==> src/rtl/sap_ctrl_seq.sv <==
// -----------------------------------------------------------------------------
// sap_ctrl_seq
// Controller-sequencer for the 8-bit microcomputer. It sits directly after the
// 6-bit T-state ring counter. It decodes the one-hot T-state and the IR opcode
// into the active-high control word. It also ends each instruction early
// through the ring counter's set input, and parks the machine on HLT.
//
// Ports:
//   clk          system clock; state updates on posedge (ring moves on negedge)
//   clear        synchronous active-high reset
//   t_state      one-hot T-state, T1 = 6'b100000 ... T6 = 6'b000001
//   ir_opcode    upper nibble of the IR, valid from T4 onward
//   ctrl         control word {cp,ep,lm,ce,li,ei,la,ea,su,eu,lb,lo}
//   ring_set     forces the ring counter back to T1 at the next negedge
//   hlt          machine halted
//   instr_count  retired-instruction counter, wraps modulo 2^CNT_W
//   illegal_op   sticky: an undefined opcode was executed
//   ring_fault   sticky: a non-one-hot t_state was seen while running
// -----------------------------------------------------------------------------
module sap_ctrl_seq #(
    parameter int         CNT_W  = 8,
    parameter logic [3:0] OP_LDA = 4'h0,
    parameter logic [3:0] OP_ADD = 4'h1,
    parameter logic [3:0] OP_SUB = 4'h2,
    parameter logic [3:0] OP_OUT = 4'hE,
    parameter logic [3:0] OP_HLT = 4'hF
) (
    input  logic             clk,
    input  logic             clear,
    input  logic [5:0]       t_state,
    input  logic [3:0]       ir_opcode,
    output logic [11:0]      ctrl,
    output logic             ring_set,
    output logic             hlt,
    output logic [CNT_W-1:0] instr_count,
    output logic             illegal_op,
    output logic             ring_fault
);

    typedef enum logic [1:0] {
        RST_WAIT,
        RUN,
        HALTED
    } state_t;

    localparam logic [5:0] T1 = 6'b100000;
    localparam logic [5:0] T2 = 6'b010000;
    localparam logic [5:0] T3 = 6'b001000;
    localparam logic [5:0] T4 = 6'b000100;
    localparam logic [5:0] T5 = 6'b000010;
    localparam logic [5:0] T6 = 6'b000001;

    // Each control signal is one bit of the control word.
    localparam logic [11:0] C_CP = 12'b1000_0000_0000;
    localparam logic [11:0] C_EP = 12'b0100_0000_0000;
    localparam logic [11:0] C_LM = 12'b0010_0000_0000;
    localparam logic [11:0] C_CE = 12'b0001_0000_0000;
    localparam logic [11:0] C_LI = 12'b0000_1000_0000;
    localparam logic [11:0] C_EI = 12'b0000_0100_0000;
    localparam logic [11:0] C_LA = 12'b0000_0010_0000;
    localparam logic [11:0] C_EA = 12'b0000_0001_0000;
    localparam logic [11:0] C_SU = 12'b0000_0000_1000;
    localparam logic [11:0] C_EU = 12'b0000_0000_0100;
    localparam logic [11:0] C_LB = 12'b0000_0000_0010;
    localparam logic [11:0] C_LO = 12'b0000_0000_0001;

    state_t           state_q, state_d;
    logic [CNT_W-1:0] count_q, count_d;
    logic             illegal_q, illegal_d;
    logic             fault_q, fault_d;

    logic oneHot;
    logic isArith;
    logic knownOp;
    logic endInstr;
    logic haltExec;
    logic illegalExec;

    // Decode the control word from the state, T-state and opcode.
    // ring_set defaults high because it must be high in every case except the
    // non-final T-states of a running instruction. A T5/T6 that shows up after
    // a short instruction has already ended is treated the same way: no
    // control signals and a request to reload T1.
    always_comb begin
        ctrl        = '0;
        ring_set    = 1'b1;
        hlt         = 1'b0;
        endInstr    = 1'b0;
        haltExec    = 1'b0;
        illegalExec = 1'b0;
        oneHot      = (t_state != 6'd0) && ((t_state & (t_state - 6'd1)) == 6'd0);
        isArith     = (ir_opcode == OP_ADD) || (ir_opcode == OP_SUB);
        knownOp     = (ir_opcode == OP_LDA) || isArith ||
                      (ir_opcode == OP_OUT) || (ir_opcode == OP_HLT);

        case (state_q)
            HALTED: hlt = 1'b1;
            RUN: begin
                if (oneHot) begin
                    ring_set = 1'b0;
                    case (t_state)
                        T1: ctrl = C_EP | C_LM;
                        T2: ctrl = C_CP;
                        T3: ctrl = C_CE | C_LI;
                        T4: begin
                            if ((ir_opcode == OP_LDA) || isArith) begin
                                ctrl = C_EI | C_LM;
                            end else begin
                                endInstr = 1'b1;
                                if (ir_opcode == OP_OUT) ctrl = C_EA | C_LO;
                                haltExec    = (ir_opcode == OP_HLT);
                                illegalExec = !knownOp;
                            end
                        end
                        T5: begin
                            if (ir_opcode == OP_LDA) begin
                                ctrl     = C_CE | C_LA;
                                endInstr = 1'b1;
                            end else if (isArith) begin
                                ctrl = C_CE | C_LB;
                            end else begin
                                ring_set = 1'b1;
                            end
                        end
                        T6: begin
                            if (isArith) begin
                                ctrl     = C_EU | C_LA | ((ir_opcode == OP_SUB) ? C_SU : 12'd0);
                                endInstr = 1'b1;
                            end else begin
                                ring_set = 1'b1;
                            end
                        end
                        default: ring_set = 1'b1;
                    endcase
                    if (endInstr) ring_set = 1'b1;
                end
            end
            default: ;
        endcase
    end

    // Work out the next state and the counter/flag updates.
    // A non-one-hot T-state raises the fault flag. The controller stays in RUN
    // and picks up decoding again when the ring comes back to T1.
    always_comb begin
        state_d   = state_q;
        count_d   = count_q;
        illegal_d = illegal_q;
        fault_d   = fault_q;
        case (state_q)
            RST_WAIT: begin
                if (t_state == T1) state_d = RUN;
            end
            RUN: begin
                if (!oneHot)     fault_d   = 1'b1;
                if (endInstr)    count_d   = count_q + CNT_W'(1);
                if (haltExec)    state_d   = HALTED;
                if (illegalExec) illegal_d = 1'b1;
            end
            default: ;
        endcase
    end

    // State register. clear takes priority over every other update.
    always_ff @(posedge clk) begin
        if (clear) begin
            state_q   <= RST_WAIT;
            count_q   <= '0;
            illegal_q <= 1'b0;
            fault_q   <= 1'b0;
        end else begin
            state_q   <= state_d;
            count_q   <= count_d;
            illegal_q <= illegal_d;
            fault_q   <= fault_d;
        end
    end

    assign instr_count = count_q;
    assign illegal_op  = illegal_q;
    assign ring_fault  = fault_q;

endmodule

==> config.mk <==
export PLATFORM = sky130hd
export DESIGN_NAME = sap_ctrl_seq
export DESIGN_NICKNAME = d
export VERILOG_FILES = /design/src/rtl/sap_ctrl_seq.sv
export SDC_FILE = /design/constraint.sdc
export NUM_CORES = 1
export LEC_CHECK = 0
export ABC_AREA = 0
export CORE_ASPECT_RATIO = 1.25
export CORE_MARGIN = 5
export CORE_UTILIZATION = 45
export CTS_CLUSTER_SIZE = 14
export DETAILED_ROUTE_END_ITERATION = 10
export PLACE_DENSITY = 0.88
export SLEW_MARGIN = 20
export SYNTH_ARGS = -nofsm -noshare
export SYNTH_HDL_FRONTEND = slang
export SYNTH_SLANG_ARGS = --single-unit
==> constraint.sdc <==
create_clock -name clk -period 3.9 [get_ports clk]
set_input_delay 0.975 -clock clk [delete_from_list [all_inputs] [get_ports clk]]
set_output_delay 0.975 -clock clk [all_outputs]
set_load 0.1 [all_outputs]
After elaboration in Yosys (flattened, before gate mapping)
Index checks and enable logic that the tools add are counted.
{"block": "totals", "out_inout_bits": 24, "input_bits": 12, "register_bits": 12}
{"block": "classes", "n_eq_ne": 14, "n_reduce_logical": 16, "mux": 35, "n_addsub": 2, "bitwise_logic": 2}
{"op": "$pmux W12 S6", "count": 1}
{"op": "$mux W12", "count": 2}
{"op": "$mux W1", "count": 21}
{"op": "$mux W9", "count": 2}
{"op": "$mux W10", "count": 1}
{"op": "$add A8 B1 Y8 const B", "count": 1}
{"op": "$eq A4 B4 Y1 const B", "count": 2}
{"op": "$and A6 B6 Y6", "count": 1}
{"op": "$eq A6 B1 Y1 const B", "count": 1}
{"op": "$eq A6 B2 Y1 const B", "count": 1}
{"op": "$eq A6 B3 Y1 const B", "count": 1}
{"op": "$eq A6 B4 Y1 const B", "count": 1}
{"op": "$eq A6 B5 Y1 const B", "count": 1}
{"op": "$eq A6 B6 Y1 const B", "count": 1}
{"op": "$logic_not A6 Y1", "count": 1}
{"op": "$mux W6", "count": 1}
{"op": "$pmux W1 S3", "count": 2}
{"op": "$reduce_and A2 Y1", "count": 3}
{"op": "$reduce_bool A6 Y1", "count": 1}
{"op": "$sub A6 B1 Y6 const B", "count": 1}
{"op": "$mux W5", "count": 1}
{"op": "$eq A4 B1 Y1 const B", "count": 1}
{"op": "$eq A4 B2 Y1 const B", "count": 1}
{"op": "$logic_not A4 Y1", "count": 1}
{"op": "14 further kinds", "count": 19}

Depth between registers and ports, before layout
{"block": "depth", "word_depth": 11, "mapped_depth": 8}

Worst setup path before layout
OpenSTA, ideal clock, no wires.
{"block": "synth_timing", "kind": "input to output", "startpoint": "in t_state[3]", "endpoint": "out ctrl[5]", "required_ns": 2.925, "path_stages": 4, "path_slack_ns": -1.864, "arrival_ns": 4.789, "n_path_buf": 0, "path_cell_list": "or4_4 > a211oi_2 > a31oi_1 > nor4_1"}
{"block": "synth_via", "elab_chain_len": 6, "word_cells_on_any_way": 14, "classes_between": "add/sub: 1; eq/ne: 6; mux: 3; bitwise: 1; reduce/logical: 3"}
{"element": "from (decl)", "line_no": "30", "rtl": "input logic [5:0] t_state,"}
{"element": "$sub A6 B1 Y6", "line_no": "91", "rtl": "oneHot = (t_state != 6'd0) && ((t_state & (t_state - 6'd1)) == 6'd0);"}
{"element": "$and A6 B6 Y6", "line_no": "91"}
{"element": "$logic_not A6 Y1", "line_no": "91"}
{"element": "$logic_and A1 B1 Y1", "line_no": "91"}
{"element": "$mux W12 (*)", "line_no": "99", "rtl": "if (oneHot) begin"}
{"element": "$mux W12 (*)", "line_no": "96", "rtl": "case (state_q)"}
{"element": "to (decl)", "line_no": "32", "rtl": "output logic [11:0] ctrl,"}
Every way passes the cells marked *; elsewhere a longest branch is shown, timed or not.

Worst setup path after layout
{"block": "layout_timing", "startpoint": "in t_state[2]", "endpoint": "out ctrl[6]"}
The elaborated chain is that of the path after synthesis.

==> results_dict.tcl <==
set metrics [dict create \
    gr-total-overflow 0 \
    cts_buffer_depth 2 \
    reg2reg_slack_ns 1.63 \
    ir_drop_mv 0.167 \
    min_path_cells 2 \
    die_x_um 49.5 \
    synthArstFlopShare_pct 0 \
    fin_cells 187 \
    ant_nets 0 \
    worst_slack_ns 0.00344 \
    status "completed" \
    critical_path_class "in2out" \
    critPathTopFamily "simple AND/OR/NAND/NOR gates" \
    yosys.area.top_type "dfxtp_1" \
    maxSlewViolCount 0 \
    crit_required_ns 2.92 \
    drive_gt1_share_pct 27.4 \
    avgSynthCellArea_um2 7.43 \
    portBuffers 35 \
    htreeDepth 1 \
    min_period_over_period_pct 99.9 \
    vias 1190 \
    gp_congestion 1.11 \
    ys.flop_type "dfxtp_1" \
    max-cap-violations 0 \
    synthesis.nets 131 \
    whs_endpoint "instr_count[7]" \
    dp_worst_setup_slack_ns -0.0992 \
    r2r_end "instr_count[7]" \
    max_stage_delay_ns 0.58 \
    critPathArrivalTime_ns 2.92 \
    worst_slew_pin_slew_ns 0.979 \
    netlist_top_cells_area "dfxtp_1 (27%), nor2_1 (7.7%), a21oi_1 (5.1%)" \
    cts_made_buffers 3 \
    skew_ns 0.00404 \
    ys_seq_area_share_pct 27.4 \
    period_minus_slack_ns 3.90 \
    synth-seq-cells 12 \
    finalHoldViolCount 0 \
    syn_inst 118 \
    io_pins 36 \
    worst_setup_path_end_kind "output pin" \
    clk_latency_ns 0.28 \
    wl_per_cell_um 17.7 \
    vias_per_cell 6.36 \
    grt_pass1_wl_mm 5.14 \
    critical_path_peak_fanout 3 \
    clkSlewWorstSetupHoldPaths_ns 0.07 \
    drt_wl_total_mm 3.30 \
    dpl.cell_count 183 \
    yosysWarnings 0 \
    finalPower_mw 0.254 \
    cts_sinks 12 \
    antenna_cells 0 \
    antenna_found_initial 0 \
    worstPathCellList "dlygate4sd2_1 -> or4_4 -> a211oi_4 -> a31o_1 -> nand3_2 -> buf_4 -> nor2_4 -> buf_12" \
    drt_iter0_markers 40 \
    crit_start "t_state[2]" \
    min_from "instr_count[7]" \
    max-slew-margin-rel_pct 34.5 \
    start_util_pct 48.5 \
    track_usage_pct 21.9 \
    area_growth_pct 77.6 \
    drc 0 \
    die_y_um 59.4 \
    max_freq_ghz 0.257 \
    hold_class "reg2reg" \
    finalSetupViolations 0 \
    drt_pre_antenna_iters 4 \
    power_density_mw_per_mm2 163 \
    synth-edff-count 0 \
    coreArea_mm2 0.00181 \
    rows 17 \
    grt_pass1_vias 1104 \
    die-area_mm2 0.00294 \
    p_leak_nw 0.562 \
    critPathLaunchType "input port" \
    grt_max_degree 15 \
    place_hpwl_mm 2.38 \
    netlist-cell-type-count 38 \
    final_nets 183 \
    cts_root_buffer "clkbuf_4" \
    yosys.area.top_type_share_pct 27.4 \
    reg2reg_depth 7 \
    critical_path_buf_inv_count 3 \
    rr_startpoint "state_q[1]" \
    cts_tree "done" \
    slowest_stage "or4_4" \
    synth_area_um2 877 \
]
==> through the flow <==
stage / instance area (um^2) / utilization [%] / setup TNS (ns) / hold slack [ns]
6_report: 1560 / 86.2 / 0 / 0.496
3_5_place_dp: 1510 / 83.4 / -0.236 / 0.482
2_1_floorplan: 926 / - / -2.61 / 0.490
3_3_place_gp: 1510 / 83.4 / -0.0463 / 0.453
4_1_cts: 1540 / 85.1 / 0 / 0.494
5_1_grt: 1560 / 86.2 / -0.104 / 0.517
==> per-layer routing <==
metal	GRT usage [%]	wire (um)
met5	0	0
met4	10.1	115
met3	3.02	194
met2	39.4	1710
met1	25.6	1280
==> cells in the final DEF, fill, tap and decap left out, drive strengths merged <==
master | netlist | layout
a211o | 2 | 2
a211oi | 2 | 2
a21oi | 9 | 9
a22oi | 1 | 1
a31o | 1 | 1
a31oi | 4 | 4
a32oi | 1 | 1
and3b | 1 | 1
buf | 2 | 29
clkbuf | 2 | 3
clkdlybuf4s50 | 0 | 16
dfxtp | 12 | 12
dlygate4sd2 | 0 | 4
dlymetal6s2s | 0 | 2
ha | 1 | 1
inv | 1 | 1
mux2i | 1 | 1
nand2 | 11 | 11
nand2b | 4 | 4
nand3 | 6 | 6
nand4 | 1 | 1
nand4b | 2 | 2
nor2 | 18 | 18
nor2b | 3 | 3
nor3 | 6 | 6
nor3b | 1 | 1
nor4 | 3 | 3
nor4b | 2 | 2
o21a | 1 | 1
o21ai | 3 | 3
o21ba | 1 | 1
o31ai | 4 | 4
or2 | 2 | 2
or3 | 2 | 2
or4 | 5 | 5
xor2 | 3 | 3
==> where the power goes <==
part           switching [mW]  internal [mW]
Clock                  0.0395         0.0358
Combinational          0.0308         0.0244
Sequential           0.000202          0.123
Total                  0.0705          0.183
==> sequential cells by signal (all words and copies together), names as in the netlist <==
name         cells
ring_fault       1
illegal_op       1
state_q          2
instr_count      8
==> logic make-up after synthesis <==
family                   Yosys count  synth area share (%)
adder cells (fa/ha/maj)            1                  1.43
AO/OA/AOI/OAI                     29                  22.3
multiplexers                       1                  1.14
flip-flops                        12                  27.4
XOR/XNOR                           3                  3.00
buffers and inverters              5                  3.00
AND/OR/NAND/NOR                   67                  41.8
==> final cells by class <==
class                           count  area [um^2]
Clock buffer                        3         22.5
Fill cell                          97          250
Inverter                            1         3.75
Multi-Input combinational cell    101          667
Sequential cell                    12          240
Tap cell                           19         23.8
Timing Repair Buffer               51          601
==> Yosys cell counts (all sizes together), types with 2 or more instances <==
master	instances
nor2	18
or4	5
nand2	11
buf	2
a31oi	4
nand4b	2
nand3	6
clkbuf	2
a211o	2
nor4	3
or2	2
nor3	6
a211oi	2
o31ai	4
o21ai	3
xor2	3
nor2b	3
nor4b	2
a21oi	9
nand2b	4
or3	2
dfxtp	12
==> worst max-delay path by stage <==
| stage | cells past startpoint | end | slack, ns |
|---|---|---|---|
| 2_1_floorplan | 4 | ctrl[5] | -0.70 |
| 3_3_place_gp | 8 | ctrl[0] | -0.02 |
| 3_5_place_dp | 7 | ctrl[0] | -0.1 |
| 4_1_cts | 7 | ctrl[0] | 0.03 |
| 5_1_grt | 8 | ctrl[6] | -0.04 |
| 6_report | 8 | ctrl[6] | 0.003 |
==> worst reg2reg max path, cell delays in order (launching register included) <==
cell      delay (ns)
dfxtp_1         0.34
nand2b_1        0.31
a211oi_4        0.27
a31o_1          0.22
buf_4           0.14
nand3_2         0.20
or4_1           0.56
a21oi_1         0.15
==> timing repair <==
item,CTS,global route
resized for setup,5,5
hold buffers,0,0
buffers inserted,1,0
endpoints found under the setup margin,6,7
pin swaps,4,1
Note: power is estimated with default switching activity, not from simulation.
